[src/rtl/dmi_pkg.sv]
// dmi_pkg: shared encodings for the DMI TileLink initiator.
package dmi_pkg;

    // Debug-transport command opcodes
    localparam logic [1:0] OP_NOP   = 2'd0;
    localparam logic [1:0] OP_READ  = 2'd1;
    localparam logic [1:0] OP_WRITE = 2'd2;
    localparam logic [1:0] OP_RSVD  = 2'd3;

    // DTM-style status codes
    localparam logic [1:0] STATUS_OK     = 2'd0;
    localparam logic [1:0] STATUS_FAILED = 2'd2;
    localparam logic [1:0] STATUS_BUSY   = 2'd3;

    // TileLink opcodes used on the A and D channels
    localparam logic [2:0] TL_GET      = 3'd4;
    localparam logic [2:0] TL_PUT_FULL = 3'd0;
    localparam logic [2:0] TL_ACK      = 3'd0;
    localparam logic [2:0] TL_ACK_DATA = 3'd1;

    // Initiator FSM states
    typedef enum logic [1:0] {
        ST_IDLE = 2'd0,
        ST_REQ  = 2'd1,
        ST_WAIT = 2'd2,
        ST_RESP = 2'd3
    } dmi_state_e;

endpackage

[src/rtl/dmi_init_timer.sv]
// dmi_init_timer: saturating transaction timeout counter for dmi_initiator.
module dmi_init_timer
    import dmi_pkg::*;
#(
    parameter int unsigned TIMEOUT_CYCLES = 255
) (
    input  logic clock,
    input  logic reset,
    input  logic clear,
    input  logic run,
    output logic expired_c
);

    localparam int unsigned CNT_W = $clog2(TIMEOUT_CYCLES + 1);
    localparam logic [CNT_W-1:0] CNT_MAX = CNT_W'(TIMEOUT_CYCLES);

    logic [CNT_W-1:0] count;

    // Count cycles spent in flight; cleared when a new request is launched
    always_ff @(posedge clock or posedge reset) begin
        if (reset) begin
            count <= '0;
        end else if (clear) begin
            count <= '0;
        end else if (run && (count != CNT_MAX)) begin
            count <= count + CNT_W'(1);
        end
    end

    assign expired_c = run && (count == CNT_MAX);

endmodule

[src/rtl/dmi_initiator.sv]
// dmi_initiator: turns DTM commands into single DMI TileLink transactions
// and reports DTM-style sticky status.
// Optional build macro: DMI_INITIATOR_TIMEOUT_EN adds a REQ/WAIT timeout.
module dmi_initiator
    import dmi_pkg::*;
#(
    parameter int unsigned ADDR_W         = 7,
    parameter int unsigned DATA_W         = 32,
    parameter int unsigned TIMEOUT_CYCLES = 255
) (
    input  logic              clock,
    input  logic              reset,
    input  logic              cmd_valid,
    input  logic [1:0]        cmd_op,
    input  logic [ADDR_W-1:0] cmd_addr,
    input  logic [DATA_W-1:0] cmd_data,
    input  logic              dmi_reset,
    output logic              rsp_valid,
    output logic [1:0]        rsp_status,
    output logic [DATA_W-1:0] rsp_data,
    output logic [1:0]        sticky_status,
    output logic              dmi_a_valid,
    input  logic              dmi_a_ready,
    output logic [2:0]        dmi_a_opcode,
    output logic [ADDR_W-1:0] dmi_a_address,
    output logic [DATA_W-1:0] dmi_a_data,
    input  logic              dmi_d_valid,
    output logic              dmi_d_ready,
    input  logic [2:0]        dmi_d_opcode,
    input  logic [DATA_W-1:0] dmi_d_data
);

    localparam logic [1:0] S_IDLE = ST_IDLE;
    localparam logic [1:0] S_REQ  = ST_REQ;
    localparam logic [1:0] S_WAIT = ST_WAIT;
    localparam logic [1:0] S_RESP = ST_RESP;

    logic [1:0] state;
    logic [1:0] state_next;
    logic [1:0] sticky_next;
    logic       is_read;
    logic       a_fire_c;
    logic       d_fire_c;
    logic       resp_bad_c;
    logic       cmd_rw_c;
    logic       timeout_c;
    logic       capture_c;
    logic       fail_c;
    logic       busy_c;
    logic       load_cmd_c;

    assign a_fire_c   = dmi_a_valid && dmi_a_ready;
    assign d_fire_c   = dmi_d_valid && dmi_d_ready;
    assign resp_bad_c = dmi_d_opcode != (is_read ? TL_ACK_DATA : TL_ACK);
    assign cmd_rw_c   = (cmd_op == OP_READ) || (cmd_op == OP_WRITE);
    assign busy_c     = cmd_valid && (state != S_IDLE);

`ifdef DMI_INITIATOR_TIMEOUT_EN
    logic in_flight_c;
    assign in_flight_c = (state == S_REQ) || (state == S_WAIT);

    dmi_init_timer #(
        .TIMEOUT_CYCLES(TIMEOUT_CYCLES)
    ) u_timer (
        .clock     (clock),
        .reset     (reset),
        .clear     (load_cmd_c),
        .run       (in_flight_c),
        .expired_c (timeout_c)
    );
`else
    assign timeout_c = 1'b0;
`endif

    // Next-state, capture decisions and sticky status update
    always_comb begin
        state_next  = state;
        load_cmd_c  = 1'b0;
        capture_c   = 1'b0;
        fail_c      = 1'b0;
        sticky_next = sticky_status;

        case (state)
            S_IDLE: begin
                if (cmd_valid) begin
                    if ((sticky_status != STATUS_OK) || !cmd_rw_c) begin
                        state_next = S_RESP;
                    end else begin
                        load_cmd_c = 1'b1;
                        state_next = S_REQ;
                    end
                end
            end
            S_REQ: begin
                if (timeout_c) begin
                    fail_c     = 1'b1;
                    state_next = S_RESP;
                end else if (a_fire_c) begin
                    if (d_fire_c) begin
                        capture_c  = 1'b1;
                        fail_c     = resp_bad_c;
                        state_next = S_RESP;
                    end else begin
                        state_next = S_WAIT;
                    end
                end
            end
            S_WAIT: begin
                if (timeout_c) begin
                    fail_c     = 1'b1;
                    state_next = S_RESP;
                end else if (d_fire_c) begin
                    capture_c  = 1'b1;
                    fail_c     = resp_bad_c;
                    state_next = S_RESP;
                end
            end
            S_RESP: begin
                state_next = S_IDLE;
            end
            default: begin
                state_next = S_IDLE;
            end
        endcase

        // First error wins; an explicit clear overrides any same-cycle error
        if (sticky_status == STATUS_OK) begin
            if (fail_c) begin
                sticky_next = STATUS_FAILED;
            end else if (busy_c) begin
                sticky_next = STATUS_BUSY;
            end
        end
        if (dmi_reset) begin
            sticky_next = STATUS_OK;
        end
    end

    // State, registered outputs and latched request fields
    always_ff @(posedge clock or posedge reset) begin
        if (reset) begin
            state         <= S_IDLE;
            sticky_status <= STATUS_OK;
            is_read       <= 1'b0;
            rsp_valid     <= 1'b0;
            rsp_status    <= STATUS_OK;
            rsp_data      <= '0;
            dmi_a_valid   <= 1'b0;
            dmi_d_ready   <= 1'b0;
            dmi_a_opcode  <= '0;
            dmi_a_address <= '0;
            dmi_a_data    <= '0;
        end else begin
            state         <= state_next;
            sticky_status <= sticky_next;
            dmi_a_valid   <= (state_next == S_REQ);
            dmi_d_ready   <= (state_next == S_REQ) || (state_next == S_WAIT);
            rsp_valid     <= (state_next == S_RESP);
            rsp_status    <= (state_next == S_RESP) ? sticky_next : STATUS_OK;
            if (load_cmd_c) begin
                is_read       <= (cmd_op == OP_READ);
                dmi_a_opcode  <= (cmd_op == OP_READ) ? TL_GET : TL_PUT_FULL;
                dmi_a_address <= cmd_addr;
                dmi_a_data    <= (cmd_op == OP_READ) ? '0 : cmd_data;
            end
            if (capture_c && is_read && !resp_bad_c) begin
                rsp_data <= dmi_d_data;
            end
        end
    end

endmodule

[config.mk]
export PLATFORM = sky130hd
export DESIGN_NAME = dmi_initiator
export DESIGN_NICKNAME = d
export VERILOG_FILES = /design/src/rtl/dmi_pkg.sv /design/src/rtl/dmi_init_timer.sv /design/src/rtl/dmi_initiator.sv
export SDC_FILE = /design/constraint.sdc
export NUM_CORES = 1
export LEC_CHECK = 0
export ABC_AREA = 1
export BUFFER_PORTS_ARGS = -buffer_cell sky130_fd_sc_hd__buf_2
export CAP_MARGIN = 20
export CORE_AREA = 2 2 90 92
export DETAILED_ROUTE_END_ITERATION = 7
export DIE_AREA = 0 0 92 94
export GPL_TIMING_DRIVEN = 0
export HOLD_SLACK_MARGIN = 0.06
export PLACE_DENSITY = 0.77
export SETUP_SLACK_MARGIN = 0.1
export SLEW_MARGIN = 20
export SYNTH_ARGS = -nofsm -noshare
export SYNTH_HDL_FRONTEND = slang
export SYNTH_SLANG_ARGS = --single-unit
export TNS_END_PERCENT = 10
[constraint.sdc]
create_clock -name clock -period 3.6 [get_ports clock]
set_input_delay 0.72 -clock clock [delete_from_list [all_inputs] [get_ports clock]]
set_output_delay 0.72 -clock clock [all_outputs]
set_load 0.03 [all_outputs]
# [After elaboration in Yosys (flattened, before gate mapping)]
# Index checks and enable logic that the tools add are counted.
[totals] word_cells=57 regBits=84 inputBits=82
[classes] eq_ne=9 reduce_logical=14 n_mux=23
[ops] operator="32-bit 2-to-1 mux" count=1
[ops] operator="2-bit 2-to-1 mux" count=9
[ops] operator="2-bit == test, second input constant" count=5
[ops] operator="1-bit 2-to-1 mux" count=9
[ops] operator="2-bit one-hot mux with 4 select lines" count=1
[ops] operator="2-bit by 1-bit == test with 1-bit output, second input constant" count=3
[ops] operator="1-bit logical AND" count=5
[ops] operator="2-bit logical NOT" count=2
[ops] operator="1-bit one-hot mux with 2 select lines" count=2
[ops] operator="2-bit nonzero test" count=2
[ops] operator="1-bit logical OR" count=3
[ops] operator="3-bit 2-to-1 mux" count=1
[ops] operator="3-bit by 1-bit inequality test with 1-bit output" count=1
[ops] operator="1-bit logical NOT" count=2

# [Depth between registers and ports, before layout]
# Gate-level depths: netlist of the first run.
[depth] depth_word=9 depth_mapped=10

# [Least setup slack after synthesis of the first run]
# No wires, ideal clock.
[synth_path] path_kind="input-to-reg" start="in cmd_op[1]" end="reg rsp_status[0]" path_stages=9 arrival_time_ns=1.730 setup_slack_ns=1.755 path_cell_list="inv_1 -> ha_1 -> inv_1 -> nand3_2 -> inv_1 -> nor2_1 -> ha_1 -> inv_1 -> nor2_1"
[synth_via] elab_chain_cells=9 elab_cells_between_ends=10 cone_classes="eq/ne (3); mux (4); reduce/logical (3)"
[synth_rtl] element="start, declared" line_no="dmi_initiator.sv:14" text="input logic [1:0] cmd_op,"
[synth_rtl] element="2-bit by 1-bit == test with 1-bit output / 2-bit == test (equally long branches)" line_no="dmi_initiator.sv:55" text="assign cmd_rw_c = (cmd_op == OP_READ) || (cmd_op == OP_WRITE);"
[synth_rtl] element="1-bit logical OR (*)" line_no="dmi_initiator.sv:55"
[synth_rtl] element="1-bit logical NOT (*)" line_no="dmi_initiator.sv:86" text="if ((sticky_status != STATUS_OK) || !cmd_rw_c) begin"
[synth_rtl] element="1-bit logical OR (*)" line_no="dmi_initiator.sv:86"
[synth_rtl] element="2-bit 2-to-1 mux (*)" line_no="dmi_initiator.sv:86"
[synth_rtl] element="2-bit 2-to-1 mux (*)" line_no="dmi_initiator.sv:85" text="if (cmd_valid) begin"
[synth_rtl] element="2-bit one-hot mux with 4 select lines (*)" line_no="dmi_initiator.sv:83" text="case (state)"
[synth_rtl] element="via state_next[1]" line_no="dmi_initiator.sv:39" text="logic [1:0] state_next;"
[synth_rtl] element="2-bit == test (*)" line_no="dmi_initiator.sv:159" text="rsp_status <= (state_next == S_RESP) ? sticky_next : STATUS_OK;"
[synth_rtl] element="2-bit 2-to-1 mux (*)" line_no="dmi_initiator.sv:159"
[synth_rtl] element="end signal, assigned" line_no="dmi_initiator.sv:159"
[synth_rtl] element="end, declared" line_no="dmi_initiator.sv:19" text="output logic [1:0] rsp_status,"
# Mark *: on every way through the listed nets, which the timed path passes. The rest lies on a longest branch.
# A chain may end at the register's enable or synchronous reset.

# [Worst setup path after layout of the first run]
[layout_path] start="reg state[0]" end="reg rsp_status[0]"
[layout_via] elab_cells_between_ends=17 cone_classes="eq/ne (4); mux (10); reduce/logical (3)"
[layout_rtl] element="start, declared" line_no="dmi_initiator.sv:38" text="logic [1:0] state;"
[layout_rtl] element="start signal, assigned" line_no="dmi_initiator.sv:154" text="state <= state_next;"
[layout_rtl] element="2-bit == test (tied with other cells)" line_no="dmi_initiator.sv:83"
[layout_rtl] element="2-bit one-hot mux with 4 select lines (*)" line_no="dmi_initiator.sv:83"
[layout_rtl] element="via state_next[1]" line_no="dmi_initiator.sv:39"
[layout_rtl] element="2-bit == test (*)" line_no="dmi_initiator.sv:159"
[layout_rtl] element="2-bit 2-to-1 mux (*)" line_no="dmi_initiator.sv:159"
# Marks and branches as above.

==> results of run 1 <==
-- metrics by stage --
step	TNS [ps]	total power, uW	worst slack [ps]
final	0	3630	1640
after global routing	0	3850	1410
after CTS	0	3670	1620
after detailed placement	0	2960	1390
after global placement	-6900	2910	-87.9
after floorplan	0	2460	800
-- cells by family after synthesis --
family	share of synthesized area
fa+ha+maj	0.0262
buf+inv	0.0659
compound gates	0.145
flops	0.607
simple gates	0.155
other cells	0.00112
-- cell type report --
| type | count | area share |
|---|---|---|
| Multi-Input combinational cell | 192 | 0.243 |
| Sequential cell | 81 | 0.449 |
| Tap cell | 102 | 0.0283 |
| Buffer | 19 | 0.0297 |
| Timing Repair Buffer | 161 | 0.182 |
| Inverter | 23 | 0.0197 |
| Clock inverter | 5 | 0.0141 |
| Clock buffer | 11 | 0.0336 |
-- cell usage in the layout (no fill, tap or decap) --
cell type,count
bufinv_16,1
buf_12,2
a22o_1,32
a21oi_1,4
inv_2,2
inv_1,20
nand2_2,10
nand2_1,88
ha_1,7
buf_4,6
o21ai_0,32
nand3_2,2
buf_2,164
clkinv_4,3
nor2_1,6
o32ai_1,1
clkbuf_1,3
nand3_4,2
nor3_1,1
nor2_4,1
buf_6,2
nor2_8,1
nand3_1,1
conb_1,2
nand4_1,1
clkbuf_8,11
dfrtp_1,81
a21oi_4,1
inv_4,1
clkbuf_2,3
clkinvlp_4,1
-- worst max path at each step --
stage,start,end,slack [ps],cells past startpoint
finish,state[0],rsp_status[0],1640,10
floorplan,reset,dmi_a_address[0],800,1
global route,state[1],rsp_status[0],1410,10
detailed placement,cmd_op[0],rsp_status[0],1390,9
global placement,reset,dmi_a_data[1],-90,2
CTS,state[0],rsp_status[0],1620,10
-- layer usage --
| layer | share of wire | wire, um | track usage |
|---|---|---|---|
| met1 | 0.44 | 3600 | 0.245 |
| met2 | 0.45 | 3730 | 0.318 |
| met3 | 0.091 | 748 | 0.0570 |
| met4 | 0.015 | 123 | 0.0684 |
| met5 | 0 | 0 | 0 |
-- worst reg2reg max path, cell delays in order, from the launching register on --
cell	delay [ps]
dfrtp_1	410
inv_1	110
ha_1	250
nand2_1	90
inv_2	80
nand3_2	140
inv_1	290
nor2_1	150
ha_1	220
inv_1	70
nor2_1	50
-- flip-flops by register name, indices dropped and copies added (netlist names) --
signal and cells:
dmi_a_data 32, rsp_data 32, dmi_a_address 7, rsp_status 2, state 2, sticky_status 2
dmi_a_opcode 1, dmi_a_valid 1, dmi_d_ready 1, rsp_valid 1
-- where the power goes --
group / internal [uW] / total (uW) / leakage (uW) / switching [uW]
sequential: 1210 / 1370 / 0.00106 / 161
combinational: 498 / 1570 / 0.00149 / 1070
clock: 362 / 688 / 0.000106 / 326
-- synthesized netlist by cell type (all sizes together) --
cell type  count  area [um^2]
nand2         98          393
dfrtp         81         2030
a22o          32          280
o21ai         32          160
inv           23         86.3
buf           13          108
nor2           8         53.8
ha             7         87.6
clkbuf         6         26.3
a21oi          5         36.3
nand3          5         60.1
conb           1         3.75
nand4          1         6.26
nor3           1         5.00
o32ai          1         8.76
==> results.cfg, run 1 <==
[critical_path]
criticalPathCategory = flip-flop to flip-flop
reg2reg_to = rsp_status[0]
timing.reg2reg.worst_path_depth = 10
worst_setup_path_end_kind = flip-flop
regToRegSetupSlack_ps = 1640
cp.arrival_ps = 2190
wp_buf_inv = 4
critical_path.max_stage_delay_ps = 410
critical-path-slowest-cell = dfrtp_1
worstPathMaxFanout = 8
cp_common_cell = inv_1
crit_required_ps = 3840
worst_r2r_src = state[0]
cell_family_with_the_largest_share_of_critical_path_delay = buffers and inverters
path_cells = inv_1 -> ha_1 -> nand2_1 -> inv_2 -> nand3_2 -> inv_1 -> nor2_1 -> ha_1 -> inv_1 -> nor2_1
worst_setup_sp_type = flip-flop

[status]
status = finished, final reports clean

[place]
postPlaceCellArea_mm2 = 0.00430
buffer_ports.inserted = 160
routabilityCongestion = 0.768
post-place-cells = 578
place_hpwl_um = 6170

[cts]
clockBufferDepth = 2
insertion_delay_ps = 340
cts.root.buffer_cell = clkbuf_8
holdBufCountCts = 0
tritoncts = yes
clk_transition_reported_paths_ps = 80
post_cts_resize_count = 0
cts-htree-levels = 3
numClockSinks = 81
postCtsSetupBuffers = 0
number_of_buffers_created_by_cts = 9

[sta]
worst_hold_slack_ps = 401
drv_slew = 0
final.min_clock_period_ps = 1960
setup_viol = 0
rsz0062_at_grt = false
worst_clock_skew_ps = 14.4
clock.fmax_mhz = 511
period_share = 0.543
report.final.hold_viol_count = 0

[drt]
detail_route.wl_per_cell_um = 13.8
detailroute.via_count = 2832
remaining_drc_errors = 0
dr.first_iter.drc_count = 65
avgViaCountPerCell = 4.77
finalWirelength_um = 8210
first_pass_iters = 4
postRouteAntennaNets = 0

[cells_and_area]
multi_input_area_mm2 = 0.00110
antennaDiodeCount = 0
num-fill-cells = 658
area.sequential_mm2 = 0.00203
layoutNonFillerInstCount = 594
postLayoutCellArea_mm2 = 0.00451
drive_gt1_frac = 0.433
finish.net_count = 576
syn_to_final_growth_pct = 35.0
final_util = 0.593

[logic_synthesis]
yosys_register_bits = 81
synth_warnings = 0
post_synth.cell_area_avg_um2 = 10.6
synthesized_area_mm2 = 0.00334
seq_total_area_yosys = 0.607
syn-instance-count = 314
yosysUniqueCellTypes = 26

[hold_path]
hold_class = primary input to async pin

[grt]
gr-usage-all-layers = 0.193
first_pass_grt_wire_length_um = 13200
largest_net_degree_at_the_start_of_global_routing = 45
first_global_vias = 2791
antenna_violations_before_repair = 0
grt_overflow = 0

[floorplanning]
die_h_um = 94
io-pin-count = 163
die_x_um = 92
floorplan.initialDensity = 0.439
design.core.area_mm2 = 0.00761
fp.dieArea_mm2 = 0.00865
rows = 32

[pwr]
peakVddDrop_mv = 0.298
power_density_mw_per_mm2 = 804
cellLeakagePower_uw = 0.00265

[job]
maxCapViolations = 0
Power figures use the tool's default switching activity.
==> inputs of run 2 (changes only) <==
- ABC_AREA: 1 -> 0
- CORE_AREA: 2 2 90 92 -> 2 2 94 96
- DIE_AREA: 0 0 92 94 -> 0 0 96 98
- PLACE_DENSITY: 0.77 -> 0.76
- clock period: 3.6 -> 1.7 ns (I/O delays scaled with it)
==> run 2 against run 1 <==
Compared with the run above:
- sequential power is 110% higher
- cell area is 12% higher
- synthesized area grew 3.7%
- largest power group unchanged
- the flow now finishes with violations (setup timing)
- maximum frequency grew 8.1%
- die area up 8.8%
- largest cell class unchanged
- critical path type unchanged
- register-to-register slack lost 1800 ps
- first-iteration DRC count decreased by 57%
==> results.cfg, run 2 <==
[logic_synthesis]
top_ff_cell_synth = dfrtp_1
syn-instance-count = 238
post_synth.cell_area_avg_um2 = 14.6
ys_top_cells_by_area = dfrtp_1, mux2_2, nor2b_1
synth_common_cells = dfrtp_1, mux2_2, nor2b_1, ha_1
yosys_register_bits = 81
yosysMostFrequentCell = dfrtp_1
yosysUniqueCellTypes = 31
synth_top_area_cell = dfrtp_1
seq_total_area_yosys = 0.585
synthesized_area_mm2 = 0.00347
synth_warnings = 0
netlist.area_leader.share = 0.585
ys_async_sr_fraction = 1.00
number_of_enable_flip_flop_cells_after_synthesis = 0

[drt]
remaining_drc_errors = 0
detail_route.wl_per_cell_um = 15.2
detailroute.via_count = 2568
dr.first_iter.drc_count = 28
postRouteAntennaNets = 0
first_pass_iters = 4
avgViaCountPerCell = 4.75
finalWirelength_um = 8200

[sta]
period_share = 1.06
drv_slew = 0
finalWorstSetupSlack_ps = -109
rsz0062_at_grt = true
report.final.hold_viol_count = 0
setup_viol = 37
worst_hold_slack_ps = 228
final.min_clock_period_ps = 1810
clock.fmax_mhz = 553
worst_clock_skew_ps = 13.0
worst-slew-pin-transition_ps = 567
relSlewSlack = 0.621

[place]
dpl_worst_slack_ps = -351
routabilityCongestion = 0.722
place_hpwl_um = 5790
buffer_ports.inserted = 160

[critical_path]
worst_setup_path_end_kind = flip-flop
criticalPathCategory = flip-flop to flip-flop
cp.arrival_ps = 2030
timing.reg2reg.worst_path_depth = 7
crit_required_ps = 1920
worst_setup_sp_type = flip-flop
worstPathMaxFanout = 3

[hold_path]
hold_class = primary input to flip-flop
min_path_cells = 2

[cells_and_area]
final_common_cell = buf_2
multi_input_area_mm2 = 0.00154
syn_to_final_growth_pct = 46.2
drive_gt1_frac = 0.670
num-fill-cells = 714
area.sequential_mm2 = 0.00203
antennaDiodeCount = 0
reg.largest.list = dmi_a_data: 32 flops, rsp_data: 32 flops, dmi_a_address: 7 flops
finish.net_count = 517
layout.cells.most_common_list = buf_2, dfrtp_1, mux2_2

[floorplanning]
floorplan.initialDensity = 0.409
fp.dieArea_mm2 = 0.00941
die_x_um = 96
io-pin-count = 163
rows = 34
design.core.area_mm2 = 0.00847
die_h_um = 98

[cts]
number_of_buffers_created_by_cts = 9
clockBufferDepth = 2
clk_transition_reported_paths_ps = 80
insertion_delay_ps = 340
tritoncts = yes
numClockSinks = 81
cts.root.buffer_cell = clkbuf_8
cts-htree-levels = 3

[grt]
first_pass_grt_wire_length_um = 12400
gr-usage-all-layers = 0.168
first_global_vias = 2735
grt_overflow = 0
antenna_violations_before_repair = 0
largest_net_degree_at_the_start_of_global_routing = 36

[status]
violations_in_the_final_reports = setup timing
status = complete, but fails checks

[pwr]
cellLeakagePower_uw = 0.00266
peakVddDrop_mv = 0.982
post-layout-total-power_uw = 8080
power_density_mw_per_mm2 = 1590

[job]
maxCapViolations = 0
## run 2: cell count changes after synthesis, sizes merged, moves of 18 or more
cell	before	now
mux2	0	72
nand2	98	1
inv	23	5
o21ai	32	1
a22o	32	0
nor2b	0	34
## run 2: kinds of logic (layout without fill, tap and decap cells)
| logic type | count (synthesis) | count (layout) | share of synthesized area |
|---|---|---|---|
| adders and majority gates | 7 | 7 | 0.0253 |
| DFF | 81 | 81 | 0.585 |
| muxes | 72 | 72 | 0.234 |
| xor gates and xnor gates | 1 | 1 | 0.00253 |
| buffers and inverters | 18 | 212 | 0.0307 |
| other | 1 | 2 | 0.00108 |
| and+or+nand+nor | 46 | 46 | 0.0838 |
| AOI/OAI and AO/OA | 12 | 12 | 0.0379 |
## run 2: worst paths after layout
path / from / to / slack [ps]
setup / recovery: state[1] / rsp_status[0] / -110
hold / removal: dmi_d_data[21] / rsp_data[21] / 230
setup reg to reg: state[1] / rsp_status[0] / -110
hold reg to reg: dmi_a_address[4] / dmi_a_address[4] / 510
max in group asynchronous: reset / rsp_data[31] / 330
min in group asynchronous: reset / rsp_data[14] / 610
## run 2: cell type report
type,instances,share of cell area
multi-input cells,140,0.304
clock inverters,4,0.0104
plain buffers,13,0.0225
inverters,5,0.00494
well taps,108,0.0267
repair buffers,178,0.203
flip-flops and latches,81,0.400
clock buffers,12,0.0286
## run 2: metrics by stage
stage / setup TNS, ps / std cells / instance area [um^2] / util
after global placement: -21180 / 507 / 4410 / 0.521
after detailed placement: -16750 / 509 / 4450 / 0.526
after floorplan: -2930 / 239 / 3470 / -
final: -2440 / 541 / 5070 / 0.599
after global routing: -5060 / 541 / 5070 / 0.599
after CTS: -2690 / 538 / 4890 / 0.578
## run 2: worst max-delay path, cell delays in order (launching register included)
cell     delay (ps)
dfrtp_1         410
buf_6           140
ha_4            160
a31oi_4         210
nor2_2           60
o32a_1          350
ha_2            210
nor3b_2         150
## run 2: power by group
part	leakage (uW)	total, uW	switching (uW)	internal, uW
Combinational	0.00152	3760	2220	1540
Clock	0.0000888	1390	674	721
Sequential	0.00106	2920	360	2560
Total	0.00266	8080	3250	4830
## run 2: per-layer routing
layer / GRT usage / wire length, um / vias up
met4: 0.0615 / 95 / 0
met2: 0.290 / 4160 / 103
li1: - / - / 1199
met5: 0 / 0 / -
met3: 0.0540 / 594 / 9
met1: 0.192 / 3350 / 1257
## run 2: repair_timing
action	in CTS	in global routing
pin swaps	8	7
hold endpoints to repair	23	0
buffers inserted	11	2
hold buffers	1	0
gates resized for setup	34	27
setup endpoints to repair	78	60
gates cloned	1	2
==> inputs of run 3 (changes only) <==
- PLACE_DENSITY: 0.76 -> 0.84
==> run 3 against run 2 <==
Compared with the run above:
- the flow still finishes with violations (setup timing)
- global-route usage rose by 0.67 points
- clock skew fell by 0.87 ps
- largest cell class unchanged
- sequential cell count did not move
==> results.cfg, run 3 (synthesis gave the netlist of run 2 again) <==
[grt]
first_global_vias = 2663
grt_overflow = 0
globalRouteMet2Util = 0.302
largest_net_degree_at_the_start_of_global_routing = 35
first_pass_grt_wire_length_um = 12700
gr-usage-met3 = 0.0586
grt_busiest_layer = met2
antenna_violations_before_repair = 0
gr-usage-all-layers = 0.175
grt_use_met1 = 0.205

[sta]
report.final.hold_viol_count = 0
setup_viol = 31
rsz0062_at_grt = true
worst_clock_skew_ps = 12.1
worst_hold_slack_ps = 227
timing.setup.tns_ps = -1120
drv_slew = 0
period_share = 1.08
clock.fmax_mhz = 545
finalWorstSetupSlack_ps = -136
final.min_clock_period_ps = 1840

[hold_path]
hold_class = primary input to flip-flop

[cts]
numClockSinks = 81
clk_transition_reported_paths_ps = 80
cts.root.buffer_cell = clkbuf_8
number_of_buffers_created_by_cts = 9
tritoncts = yes
insertion_delay_ps = 340
clockBufferDepth = 2
cts-htree-levels = 3

[floorplanning]
die_x_um = 96
rows = 34
design.core.area_mm2 = 0.00847
io-pin-count = 163
floorplan.initialDensity = 0.409
die_h_um = 98
fp.dieArea_mm2 = 0.00941

[cells_and_area]
finish.net_count = 518
postLayoutCellArea_mm2 = 0.00500
final_common_cell = buf_2
antennaDiodeCount = 0
layout.cells.most_common_list = buf_2, dfrtp_1, mux2_2
syn_to_final_growth_pct = 44.4
reg.largest.list = dmi_a_data: 32 flops, rsp_data: 32 flops, dmi_a_address: 7 flops
layoutNonFillerInstCount = 542
drive_gt1_frac = 0.668

[place]
post-place-cells = 509
place_hpwl_um = 5710
postPlaceCellArea_mm2 = 0.00445
dpl_worst_slack_ps = -344
buffer_ports.inserted = 160
routabilityCongestion = 0.746

[critical_path]
cell_family_with_the_largest_share_of_critical_path_delay = compound AO/OA/AOI/OAI gates
critical_path.max_stage_delay_ps = 430
path_cells = buf_6 -> ha_4 -> a31oi_4 -> nor2_2 -> o32a_1 -> ha_2 -> nor3b_2
worst_setup_path_end_kind = flip-flop
crit_required_ps = 1920
worst_setup_sp_type = flip-flop
criticalPathCategory = flip-flop to flip-flop
worstPathMaxFanout = 3
critical-path-slowest-cell = dfrtp_2
wp_buf_inv = 1
cp.arrival_ps = 2050

[drt]
dr.first_iter.drc_count = 34
finalWirelength_um = 8400
remaining_drc_errors = 0
detail_route.wl_per_cell_um = 15.5
postRouteAntennaNets = 0
first_pass_iters = 4
avgViaCountPerCell = 4.74
detailroute.via_count = 2568

[pwr]
internal_power_uw = 4780
p_comb_frac = 0.470
netSwitchingFraction = 0.404
pwr-share-seq = 0.363
peakVddDrop_mv = 0.932
power_density_mw_per_mm2 = 1600
cellLeakagePower_uw = 0.00266
switchingPower_uw = 3240
clock_power_share = 0.167

[job]
maxCapViolations = 0

[status]
violations_in_the_final_reports = setup timing
status = complete, but fails checks
## run 3: cell count changes in the layout (fill, tap and decap cells not counted), sizes merged
cell / change
clkbuf: -5
buf: +5
clkinvlp: -2
clkinv: +3
## run 3: cell type report
type	count	area (um^2)
clock buffers	11	131
inverters	5	22.5
clock inverters	5	56.3
well taps	108	135
fillers	709	3460
flip-flops and latches	81	2030
multi-input cells	140	1500
repair buffers	179	1020
plain buffers	13	114
## run 3: power by group through the flow
| stage | Sequential [uW] | Combinational (uW) | Clock [uW] |
|---|---|---|---|
| finish | 2910 | 3770 | 1340 |
| global route | 2990 | 3990 | 1470 |
| CTS | 2910 | 3650 | 1400 |
| detailed placement | 2930 | 3270 | 0 |
| global placement | 2890 | 3170 | 0 |
| floorplan | 4110 | 1080 | 0 |
## run 3: worst paths after layout
check                               startpoint          endpoint  slack (ps)  depth (start not counted)
worst max-delay path                  state[0]     rsp_status[0]        -140                          7
worst min-delay path               cmd_addr[0]  dmi_a_address[0]         230                          2
worst max register to register        state[0]     rsp_status[0]        -140                          7
worst min register to register  dmi_a_data[31]    dmi_a_data[31]         500                          1
max in group asynchronous                reset  dmi_a_address[5]         620                          4
min in group asynchronous                reset      rsp_data[24]         580                          3
## run 3: layer usage
layer	routed length [um]	share of wire
met1	3310	0.39
met2	4420	0.53
met3	608	0.072
met4	61	0.0073
met5	0	0
## run 3: repair_timing
action | 4_1_cts | 5_1_grt
setup buffers | 11 | 3
pin swaps | 6 | 7
hold buffers | 1 | 0
gates cloned | 2 | 0
setup endpoints to repair | 78 | 40
endpoints found under the hold margin | 16 | 0
gates resized for setup | 48 | 9
## run 3: through the flow
step | utilization | total power, uW
CTS | 0.585 | 7950
detailed placement | 0.526 | 6200
finish | 0.591 | 8020
floorplan | - | 5190
global route | 0.591 | 8440
global placement | 0.521 | 6060
